<file path="src/rtl/axis_fifo_lvl.sv">
// axis_fifo_lvl: synchronous AXI-stream FIFO with a registered
// first-word-fall-through output, tlast sideband, occupancy count and
// programmable almost-full / almost-empty flags.
//
// Capacity is FIFO_DEPTH words in total: FIFO_DEPTH-1 in the memory plus one
// in the output register. A word written into an empty FIFO bypasses the
// memory and is presented on the very next cycle.
//
// Optional build macro AXIS_FIFO_PKT_MODE_EN: output is withheld until at
// least one complete frame (a word carrying tlast) is stored. A FIFO filled
// to capacity without any tlast releases its contents anyway, and keeps
// releasing until that oversize frame's tlast is read, so a frame larger
// than the FIFO cannot deadlock the stream.
//
// ena low freezes every register; s_axis_tready and m_axis_tvalid are forced
// low for that cycle and m_axis_tvalid returns with the same word once ena
// rises again.

module axis_fifo_lvl #(
  parameter int DATA_WIDTH   = 8,
  parameter int FIFO_DEPTH   = 16,
  parameter int AFULL_LEVEL  = 12,
  parameter int AEMPTY_LEVEL = 2,
  localparam int LW          = $clog2(FIFO_DEPTH) + 1
) (
  input  logic                  clk,
  input  logic                  rst,
  input  logic                  ena,
  input  logic                  s_axis_tvalid,
  output logic                  s_axis_tready,
  input  logic [DATA_WIDTH-1:0] s_axis_tdata,
  input  logic                  s_axis_tlast,
  output logic                  m_axis_tvalid,
  input  logic                  m_axis_tready,
  output logic [DATA_WIDTH-1:0] m_axis_tdata,
  output logic                  m_axis_tlast,
  output logic [LW-1:0]         fill_level,
  output logic                  almost_full,
  output logic                  almost_empty
);

  localparam int MEM_DEPTH = FIFO_DEPTH - 1;
  localparam int PW        = (MEM_DEPTH > 1) ? $clog2(MEM_DEPTH) : 1;
  localparam int EW        = DATA_WIDTH + 1;

  localparam logic [LW-1:0] LVL_FULL   = LW'(FIFO_DEPTH);
  localparam logic [LW-1:0] LVL_AFULL  = LW'(AFULL_LEVEL);
  localparam logic [LW-1:0] LVL_AEMPTY = LW'(AEMPTY_LEVEL);
  localparam logic [PW-1:0] PTR_LAST   = PW'(MEM_DEPTH - 1);

  // {tlast, tdata} storage behind the output register
  logic [EW-1:0] mem [MEM_DEPTH];

  logic [PW-1:0] wr_ptr;
  logic [PW-1:0] rd_ptr;
  logic          out_full;     // output register holds an undelivered word
  logic [LW-1:0] mem_count;    // words held in memory only
  logic [LW-1:0] fill_next;

  logic wr_en;
  logic rd_en;
  logic out_free;
  logic mem_empty;
  logic bypass;
  logic mem_wr;
  logic mem_rd;
  logic out_load;
  logic release_ok;            // output may be presented downstream

  // Pointer advance with wrap at the last memory entry, any depth.
  function automatic logic [PW-1:0] ptr_inc(input logic [PW-1:0] p);
    return (p == PTR_LAST) ? '0 : p + PW'(1);
  endfunction

`ifdef AXIS_FIFO_PKT_MODE_EN
  logic [LW-1:0] frame_count;      // tlast-terminated frames currently stored
  logic          oversize_release; // full without tlast: let the frame drain

  assign release_ok = (frame_count != '0) | oversize_release |
                      (fill_level == LVL_FULL);
`else
  assign release_ok = 1'b1;
`endif

  // A word in the output register is always older than anything in memory,
  // and the output register is refilled before memory can hold data, so the
  // memory share of the level is simply the level minus that register.
  assign mem_count = fill_level - {{(LW-1){1'b0}}, out_full};
  assign mem_empty = (mem_count == '0);

  assign s_axis_tready = ena & ~rst & (fill_level < LVL_FULL);
  assign m_axis_tvalid = ena & ~rst & out_full & release_ok;

  assign wr_en    = s_axis_tvalid & s_axis_tready;
  assign rd_en    = m_axis_tvalid & m_axis_tready;
  assign out_free = ena & (~out_full | rd_en);
  assign bypass   = wr_en & mem_empty & out_free;
  assign mem_wr   = wr_en & ~bypass;
  assign mem_rd   = out_free & ~mem_empty;
  assign out_load = mem_rd | bypass;

  // Next occupancy: +1 on write only, -1 on read only, else unchanged.
  always_comb begin
    fill_next = fill_level;
    case ({wr_en, rd_en})
      2'b10:   fill_next = fill_level + LW'(1);
      2'b01:   fill_next = fill_level - LW'(1);
      default: fill_next = fill_level;
    endcase
  end

  // Memory write port; contents need no reset.
  always_ff @(posedge clk) begin
    if (mem_wr) begin
      mem[wr_ptr] <= {s_axis_tlast, s_axis_tdata};
    end
  end

  // Read and write pointers into the memory.
  always_ff @(posedge clk) begin
    if (rst) begin
      wr_ptr <= '0;
      rd_ptr <= '0;
    end else if (ena) begin
      if (mem_wr) begin
        wr_ptr <= ptr_inc(wr_ptr);
      end
      if (mem_rd) begin
        rd_ptr <= ptr_inc(rd_ptr);
      end
    end
  end

  // Output register: refilled from memory, or straight from the input when
  // memory is empty, whenever it is empty or being read.
  always_ff @(posedge clk) begin
    if (rst) begin
      out_full     <= 1'b0;
      m_axis_tdata <= '0;
      m_axis_tlast <= 1'b0;
    end else if (ena) begin
      if (out_load) begin
        out_full <= 1'b1;
        {m_axis_tlast, m_axis_tdata} <= mem_rd ? mem[rd_ptr]
                                               : {s_axis_tlast, s_axis_tdata};
      end else if (rd_en) begin
        out_full <= 1'b0;
      end
    end
  end

  // Occupancy and level flags, all derived from the same next value so they
  // change on the same edge.
  always_ff @(posedge clk) begin
    if (rst) begin
      fill_level   <= '0;
      almost_full  <= 1'b0;
      almost_empty <= 1'b1;
    end else if (ena) begin
      fill_level   <= fill_next;
      almost_full  <= (fill_next >= LVL_AFULL);
      almost_empty <= (fill_next <= LVL_AEMPTY);
    end
  end

`ifdef AXIS_FIFO_PKT_MODE_EN
  // Stored-frame count and the oversize-frame release latch.
  always_ff @(posedge clk) begin
    if (rst) begin
      frame_count      <= '0;
      oversize_release <= 1'b0;
    end else if (ena) begin
      case ({wr_en & s_axis_tlast, rd_en & m_axis_tlast})
        2'b10:   frame_count <= frame_count + LW'(1);
        2'b01:   frame_count <= frame_count - LW'(1);
        default: frame_count <= frame_count;
      endcase
      if (rd_en & m_axis_tlast) begin
        oversize_release <= 1'b0;
      end else if (fill_level == LVL_FULL) begin
        oversize_release <= 1'b1;
      end
    end
  end
`endif

endmodule

</file>
<file path="config.mk">
export PLATFORM = sky130hd
export DESIGN_NAME = axis_fifo_lvl
export DESIGN_NICKNAME = d
export VERILOG_FILES = /design/src/rtl/axis_fifo_lvl.sv
export SDC_FILE = /design/constraint.sdc
export NUM_CORES = 1
export LEC_CHECK = 0
export CELL_PAD_IN_SITES_DETAIL_PLACEMENT = 1
export CELL_PAD_IN_SITES_GLOBAL_PLACEMENT = 2
export CORE_MARGIN = 4
export CORE_UTILIZATION = 40
export DETAILED_ROUTE_END_ITERATION = 16
export PLACE_DENSITY_LB_ADDON = 0.15
export SYNTH_ARGS = -nofsm -noshare
export SYNTH_HDL_FRONTEND = slang
export SYNTH_SLANG_ARGS = --single-unit
export TNS_END_PERCENT = 100
</file>
<file path="constraint.sdc">
create_clock -name clk -period 3.4 [get_ports clk]
set_input_delay 0.85 -clock clk [delete_from_list [all_inputs] [get_ports clk]]
set_output_delay 0.85 -clock clk [all_outputs]
set_load 0.02 [all_outputs]
</file>
==> metrics.md <==
| Metric | Value |
|---|---|
| Effective utilization at floorplan | 40.9% |
| Standard cell area after detailed placement | 7630 um2 |
| Worst slack at placement | -0.262 ns |
| Async S/R FF share, synth | 0% |
| Count of max-cap constraint violations | 0 |
| Number of levels in the clock H-tree | 4 |
| I/O pins | 32 |
| Crit path required time | 2.55 ns |
| Total clock sinks | 164 |
| Max-Slew Margin vs Limit | 60.0% |
| Count of buffers from port buffering | 31 |
| Number of enable flip-flop cells after synthesis | 135 |
| Final setup violating endpoints | 0 |
| Crit path arrival time | 2.35 ns |
| Placer Congestion | 0.808 |
| Critical path class | in2out |
| Clock edge transition at the registers on the reported setup and hold paths | 0.07 ns |
| Detail Route Antenna Nets | 0 |
| Total Power Consumption | 4.49 mW |
| Max FO, Critical Path | 3 |
| Cell Pwr Density | 546 nW/um2 |
| Critical Path Source Type | primary input |
| Sequential area share after synthesis | 68.1% |
| Total routing usage reported by global routing | 16.6% |
| Wirelength per Cell | 21.0 um |
| Pleak | 2.64 nW |
| Drt via density | 5.36 |
| Tmin final | 3.20 ns |
| Synth Instances | 435 |
| Most common library cell in the layout ignoring fill and taps | sky130_fd_sc_hd__edfxtp_1 |
| Cell area after synthesis | 6810 um2 |
| Avg Inst Size Synth | 15.6 um2 |
| Cell seen most often among critical-path stages | sky130_fd_sc_hd__clkdlybuf4s50_1 |
| Antenna violations before repair | 0 |
| Run status | complete, no violations |
| Die height | 138 um |
| Number of iterations in the first detailed-routing pass | 4 |
| Antenna cells | 0 |
| Layout fillers | 1617 |
| DR DRC count | 0 |
| Buffer count from post-CTS setup fixing | 0 |
| Yosys synthesis warning count | 0 |
| Type of element capturing the critical path | output pin |
| Fraction of layout cells with a size suffix above 1 | 23.7% |
| Area of the core | 16600 um2 |
| Final-report max-slew violation count | 0 |
| Max VDD drop | 316 uV |
| Seq cells post-synth | 164 |
| Total via count after detailed routing | 3983 |
| Final Hold Fails | 0 |
| Nets in the synthesized netlist | 453 |
| TritonCTS clock tree | built |
| Std cell rows | 47 |
| Placed wire-length estimate | 10500 um |
| Number of CTS-inserted buffers | 17 |
| Cell chain of the critical path | clkdlybuf4s50_1 -> inv_1 -> nor3b_2 -> buf_4 -> clkdlybuf4s50_1 |
| Final design instance area without fill | 8220 um2 |
| Synth unique cells | 48 |
| Die outline width | 138 um |
| Post-route non-filler standard cell count | 743 |
| Insertion delay to the later sink of the worst-skew pair | 0.42 ns |
| Reg-to-reg setup timing slack | 0.75 ns |
| Vias in the first global route | 4256 |
| Largest incremental delay on the critical path | 0.58 ns |
| Max clock buf depth | 2 |
| Final worst clock skew | 0.0136 ns |
| Prevailing post-synth register cell | sky130_fd_sc_hd__edfxtp_1 |
| Share of the clock period used by the worst path after layout | 94.1% |
| Layout Nets | 528 |
| Placed instance count | 710 |
| CP max stage cell | sky130_fd_sc_hd__clkdlybuf4s50_1 |
| Transition time at the pin with the least slew margin | 0.598 ns |
| Unrepaired setup endpoints after global routing | no |
| Layout Area Growth over Synthesis | 20.8% |
| Most frequent cells in the layout | sky130_fd_sc_hd__edfxtp_1, sky130_fd_sc_hd__buf_4, sky130_fd_sc_hd__clkdlybuf4s50_1 |
| Pin count of the biggest net entering global routing | 36 |
| Type of the tightest min-delay check | reg2reg |
| Upper clock frequency limit | 313 MHz |
| Gr ovfl total | 0 |
| Post-cts repair resize count | 0 |
| Wire length of the first global-routing pass | 24400 um |
| Total Wirelength | 15600 um |
| Final worst setup slack | 0.200 ns |
| Clock root buffer | sky130_fd_sc_hd__clkbuf_16 |
| Starting DRC count in detailed routing | 194 |
| Die area | 19200 um2 |
| Number of buffers inserted for hold repair after clock tree synthesis | 0 |
-- worst paths after layout --
check / start / end / cells past startpoint
setup / recovery: ena / m_axis_tvalid / 5
hold / removal: m_axis_tdata[4] / m_axis_tdata[4] / 1
setup reg to reg: fill_level[4] / almost_empty / 12
hold reg to reg: m_axis_tdata[4] / m_axis_tdata[4] / 1
-- worst max-delay path: cells and delay by family --
family | cells | cell delay [ns]
simple gates | 1 | 0.21
buf+inv | 4 | 1.28
-- metal layers --
| layer | GRT usage [%] | up-vias | wire [um] |
|---|---|---|---|
| met5 | 0 | - | 0 |
| met4 | 5.51 | 0 | 282 |
| met3 | 3.69 | 23 | 520 |
| met2 | 28.4 | 73 | 7990 |
| met1 | 21.0 | 2040 | 6820 |
| li1 | - | 1847 | - |
-- registers in the layout, summed over array words and instances (netlist names), named ones only --
register / flops
rd_ptr: 4
out_full: 1
m_axis_tlast: 1
almost_empty: 1
wr_ptr: 4
m_axis_tdata: 8
fill_level: 5
mem: 135
almost_full: 1
-- area by class of cell --
class | instances | area, um2 | share of cell area [%]
clock buffers | 20 | 457 | 5.56
clock inverters | 12 | 120 | 1.46
inverters | 5 | 18.8 | 0.228
multi-input cells | 242 | 2010 | 24.4
flip-flops and latches | 164 | 4640 | 56.4
well taps | 220 | 275 | 3.35
repair buffers | 80 | 703 | 8.56
-- cell families (layout without fill, tap and decap cells) --
logic type      Yosys count  in the layout  share of synthesized area (%)
xor+xnor                  6              6                          0.772
simple gates             95             95                           7.08
flops                   164            164                           68.1
compound gates           81             81                           7.83
buf+inv                  29            117                           2.54
fa+ha+maj                 4              4                          0.735
mux                      56             56                           12.9
-- Yosys cell counts, types with 3 or more instances --
cell,instances,area share (%)
sky130_fd_sc_hd__xnor2_1,4,0.51
sky130_fd_sc_hd__o211ai_1,6,0.66
sky130_fd_sc_hd__ha_1,4,0.74
sky130_fd_sc_hd__o21ai_0,23,1.7
sky130_fd_sc_hd__a211oi_1,7,0.77
sky130_fd_sc_hd__nand3_1,7,0.51
sky130_fd_sc_hd__a21oi_1,17,1.3
sky130_fd_sc_hd__mux4_2,25,8.3
sky130_fd_sc_hd__edfxtp_1,135,60
sky130_fd_sc_hd__or3_1,3,0.28
sky130_fd_sc_hd__nand2b_1,5,0.46
sky130_fd_sc_hd__mux2i_1,25,3.7
sky130_fd_sc_hd__nor3_1,5,0.37
sky130_fd_sc_hd__buf_4,5,0.55
sky130_fd_sc_hd__buf_2,11,0.81
sky130_fd_sc_hd__o22ai_1,6,0.55
sky130_fd_sc_hd__nand3b_1,6,0.66
sky130_fd_sc_hd__nor3b_1,4,0.44
sky130_fd_sc_hd__a31oi_1,5,0.46
sky130_fd_sc_hd__clkbuf_1,5,0.28
sky130_fd_sc_hd__nand2_1,29,1.6
sky130_fd_sc_hd__nor2_1,24,1.3
sky130_fd_sc_hd__inv_1,5,0.28
sky130_fd_sc_hd__dfxtp_1,29,8.5
sky130_fd_sc_hd__nor2b_1,5,0.46
sky130_fd_sc_hd__mux2_2,6,0.99
-- report_power, final --
group | switching (mW) | total (mW) | leakage [nW] | internal (mW)
combinational | 0.207 | 0.395 | 0.916 | 0.188
sequential | 0.0323 | 2.23 | 1.45 | 2.20
clock | 0.800 | 1.86 | 0.278 | 1.06
total | 1.04 | 4.49 | 2.64 | 3.45
-- through the flow --
step	TNS (ns)	hold WS (ns)	utilization, %
2_1_floorplan	0	0.480	-
3_3_place_gp	-0.219	0.465	45.9
3_5_place_dp	-0.736	0.468	45.9
4_1_cts	0	0.484	49.3
5_1_grt	0	0.505	49.4
6_report	0	0.485	49.4
No activity file was read; power rests on OpenSTA's default activity.
